### src/rtl/t_pulse_pkg.sv
// t_pulse_pkg: shared debouncer state type and parameter defaults
package t_pulse_pkg;
  typedef enum logic [1:0] {IDLE_LOW, WAIT_HIGH, IDLE_HIGH, WAIT_LOW} deb_state_t;
  localparam int SYNC_STAGES_DEF = 2;
  localparam int DEBOUNCE_CYCLES_DEF = 16;
endpackage

### src/rtl/sync_chain.sv
// sync_chain: reset-to-zero shift-register synchroniser for one asynchronous input
module sync_chain #(
  parameter int STAGES = 2
) (
  input  logic clk,
  input  logic rst_n,
  input  logic d,
  output logic q
);
  logic [STAGES-1:0] r;
  always_ff @(posedge clk or negedge rst_n)
    if (!rst_n) r <= '0;
    else r <= {r[STAGES-2:0], d};
  assign q = r[STAGES-1];
endmodule

### src/rtl/t_pulse_debouncer.sv
// t_pulse_debouncer: synchronise and debounce a button into a level and a one-cycle t pulse (define T_PULSE_BOTH_EDGES_EN to also pulse on release)
module t_pulse_debouncer
  import t_pulse_pkg::*;
#(
  parameter int SYNC_STAGES = SYNC_STAGES_DEF,
  parameter int DEBOUNCE_CYCLES = DEBOUNCE_CYCLES_DEF
) (
  input  logic clk,
  input  logic rst_n,
  input  logic btn_in,
  output logic btn_level,
  output logic t,
  output logic busy
);
  localparam int CNT_W = $clog2(DEBOUNCE_CYCLES + 1);
  localparam logic [CNT_W-1:0] LAST = CNT_W'(DEBOUNCE_CYCLES - 1);
  logic s;
  deb_state_t state, state_n;
  logic [CNT_W-1:0] cnt, cnt_n;
  logic level_n, t_n;
  sync_chain #(.STAGES(SYNC_STAGES)) u_sync (.clk(clk), .rst_n(rst_n), .d(btn_in), .q(s));
  always_comb begin
    state_n = state;
    cnt_n = '0;
    level_n = btn_level;
    t_n = 1'b0;
    case (state)
      IDLE_LOW: if (s) begin
        state_n = WAIT_HIGH;
        cnt_n = CNT_W'(1);
      end
      WAIT_HIGH: if (!s) state_n = IDLE_LOW;
      else if (cnt == LAST) begin
        state_n = IDLE_HIGH;
        level_n = 1'b1;
        t_n = 1'b1;
      end else cnt_n = cnt + 1'b1;
      IDLE_HIGH: if (!s) begin
        state_n = WAIT_LOW;
        cnt_n = CNT_W'(1);
      end
      WAIT_LOW: if (s) state_n = IDLE_HIGH;
      else if (cnt == LAST) begin
        state_n = IDLE_LOW;
        level_n = 1'b0;
`ifdef T_PULSE_BOTH_EDGES_EN
        t_n = 1'b1;
`else
        t_n = 1'b0;
`endif
      end else cnt_n = cnt + 1'b1;
      default: state_n = IDLE_LOW;
    endcase
  end
  always_ff @(posedge clk or negedge rst_n)
    if (!rst_n) begin
      state <= IDLE_LOW;
      cnt <= '0;
      btn_level <= 1'b0;
      t <= 1'b0;
    end else begin
      state <= state_n;
      cnt <= cnt_n;
      btn_level <= level_n;
      t <= t_n;
    end
  assign busy = (state == WAIT_HIGH) || (state == WAIT_LOW);
endmodule

### config.mk
export PLATFORM = sky130hd
export DESIGN_NAME = t_pulse_debouncer
export DESIGN_NICKNAME = d
export VERILOG_FILES = /design/src/rtl/t_pulse_pkg.sv /design/src/rtl/sync_chain.sv /design/src/rtl/t_pulse_debouncer.sv
export SDC_FILE = /design/constraint.sdc
export NUM_CORES = 1
export LEC_CHECK = 0
export ABC_CLOCK_PERIOD_IN_PS = 2400
export CAP_MARGIN = 20
export CORE_AREA = 2 2 39 41
export DETAILED_ROUTE_END_ITERATION = 10
export DIE_AREA = 0 0 41 43
export GPL_TIMING_DRIVEN = 0
export PLACE_DENSITY = 0.57
export SLEW_MARGIN = 15
export SYNTH_ARGS = -nofsm -noshare
export SYNTH_HDL_FRONTEND = slang
export SYNTH_SLANG_ARGS = --single-unit
### constraint.sdc
create_clock -name clk -period 2.4 [get_ports clk]
set_clock_uncertainty 0.05 [all_clocks]
set_input_delay 0.36 -clock clk [delete_from_list [all_inputs] [get_ports clk]]
set_output_delay 0.36 -clock clk [all_outputs]
set_load 0.005 [all_outputs]
==> results.json <==
{
  "first_pass_iters": 3,
  "synth-simple-area-share_pct": 17.33,
  "wl_per_cell_um": 11.05,
  "drc_errors": 0,
  "start_kind": "flop",
  "relSlewSlack_pct": 67.07,
  "synth_fa_ha_area_share_pct": 2.667,
  "seq_area_frac_synth_pct": 58.67,
  "synth_area_per_cell_sq_um": 11.73,
  "track_usage_pct": 11.25,
  "grt_pass1_vias": 322,
  "whs_ns": 0.3073,
  "ant_nets": 0,
  "rsz0062_at_grt": "false",
  "worstPathRequired_ns": 1.99,
  "clock_path_buffers": 2,
  "cts_setup_buffers": 0,
  "cap_violations": 0,
  "arrival_ns": 1.39,
  "die_w_um": 41,
  "crit_path_max_fanout": 8,
  "syn-cell-area_sq_um": 469.2,
  "core_area_sq_um": 1384,
  "vias": 302,
  "cts_buffers": 3,
  "gp_congestion": 0.7034,
  "antenna_found_initial": 0,
  "synth_top_family_by_area": "simple AND/OR/NAND/NOR gates",
  "ys_types": 19,
  "worstSetupPathType": "reg -> out",
  "finalSetupTns_ns": 0,
  "finalMaxSlewViolations": 0,
  "yosys_register_bits": 11,
  "finalHoldViolations": 0,
  "fmax_mhz": 556.8,
  "htreeDepth": 1,
  "tritoncts": "yes",
  "post_cts_resized": 0,
  "die_area_sq_um": 1763,
  "antennaDiodeCount": 0,
  "dieHeight_um": 43,
  "min_path_type": "reg -> reg",
  "fin_crit_ns": 1.796,
  "synth_compound_area_share_pct": 10.40,
  "yosys_warnings": 0,
  "layout.nets": 54,
  "start_util_pct": 33.91,
  "rows": 14,
  "clk_latency_ns": 0.26,
  "status": "completed",
  "via_per_inst": 4.646,
  "ir_worst_vdd_mv": 0.2658,
  "synth_cells": 40,
  "grt_max_degree": 12,
  "final_cell_mix": "11 x dfrtp_1, 5 x clkdlybuf4s50_1, 4 x nand3_1",
  "leakagePower_nw": 0.2521,
  "rrSetupSlack_ns": 0.91,
  "final_common_cell": "dfrtp_1",
  "synthToLayoutAreaGrowth_pct": 20.53,
  "crit_path_end_kind": "primary output",
  "clkTransAtPathRegs_ns": 0.07,
  "drtIter0Drc": 3,
  "cts-root-buf": "clkbuf_4",
  "finalCritPeriodShare_pct": 74.83,
  "wirelength_um": 718,
  "portBuffers": 5,
  "synth_xor_area_share_pct": 3.733,
  "grt_pass1_wl_um": 1352,
  "muxShareOfSynthArea_pct": 2.400,
  "cts_sinks": 11,
  "io_pins": 6,
  "power.density_nw_per_um2": 596.3,
  "hold_buffers": 0,
  "grt_overflow": 0,
  "synth_nets": 44,
  "tightest_slew_ns": 0.4923,
  "setup_violations": 0,
  "drive_gt1_share_pct": 14.29
}
worst max-delay path: stages, from the launching register on:
cell and delay (ns):
dfrtp_1 0.52, clkbuf_1 0.12, clkdlybuf4s50_1 0.49
layout make-up:
| class | count | area, sq um |
|---|---|---|
| timing repair buffer | 5 | 50.05 |
| buffer | 2 | 15.01 |
| sequential | 11 | 275.3 |
| inverter | 2 | 7.507 |
| multi-input combinational | 25 | 171.4 |
| clock buffer | 4 | 26.28 |
| fill | 132 | 818.3 |
| tap | 16 | 20.02 |
through the flow:
step	instances	setup slack (ns)	total power [mW]	area (sq um)	utilization (%)
3_5_place_dp	61	0.8801	0.2175	539.3	38.97
2_1_floorplan	40	1.001	0.2064	469.2	-
5_1_grt	65	0.5277	0.3557	565.5	40.87
4_1_cts	65	0.5880	0.3434	565.5	40.87
6_report	65	0.6041	0.3372	565.5	40.87
3_3_place_gp	61	0.9005	0.2170	539.3	38.97
sequential cells by signal, indices dropped and copies added (netlist names), named ones only:
name / flops
btn_level: 1
cnt: 5
state: 1
t: 1
u_sync.r: 2
layer usage:
| layer | global-route usage [%] | part of all wire (%) |
|---|---|---|
| met5 | 0 | 0 |
| met4 | 8.000 | 0 |
| met3 | 1.571 | 3.5 |
| met2 | 14.37 | 48 |
| met1 | 16.72 | 49 |
power by group:
group | internal [mW] | total (mW) | leakage [nW] | switching (mW)
clock | 0.0642 | 0.124 | 0.0150 | 0.0599
sequential | 0.190 | 0.196 | 0.144 | 0.00563
combinational | 0.00953 | 0.0175 | 0.0926 | 0.00798
path summary, 6_finish.rpt:
path | startpoint | endpoint | cells after the start
max in group asynchronous | rst_n | state[0]$_DFFE_PN0P_ | 1
min in group asynchronous | rst_n | t$_DFF_PN0_ | 1
worst min-delay path | u_sync.r[0]$_DFF_PN0_ | u_sync.r[1]$_DFF_PN0_ | 0
worst max-delay path | state[0]$_DFFE_PN0P_ | busy | 2
worst max register to register | cnt[0]$_DFF_PN0_ | btn_level$_DFFE_PN0P_ | 5
worst min register to register | u_sync.r[0]$_DFF_PN0_ | u_sync.r[1]$_DFF_PN0_ | 0
kinds of logic (layout without fill, tap and decap cells):
kind of cell    after synthesis  in the layout
mux                           1              1
buf+inv                       4             13
simple gates                 14             14
fa+ha+maj                     1              1
flops                        11             11
compound gates                7              7
xor+xnor                      2              2
cell usage after synthesis, drive strengths merged:
| cell type | number | share of area, % |
|---|---|---|
| buf | 1 | 2.4 |
| nand3 | 4 | 4.3 |
| a21oi | 4 | 5.1 |
| a21bo | 1 | 2.1 |
| and4b | 1 | 2.1 |
| nor3b | 1 | 1.6 |
| clkbuf | 1 | 0.80 |
| xnor2 | 2 | 3.7 |
| nand2b | 1 | 2.9 |
| ha | 1 | 2.7 |
| a31o | 1 | 1.9 |
| or2b | 1 | 1.6 |
| nand2 | 3 | 2.4 |
| dfrtp | 11 | 59 |
| nor2 | 3 | 2.4 |
| mux2 | 1 | 2.4 |
| a31oi | 1 | 1.3 |
| inv | 2 | 1.6 |
(Power assumes the default switching activity.)
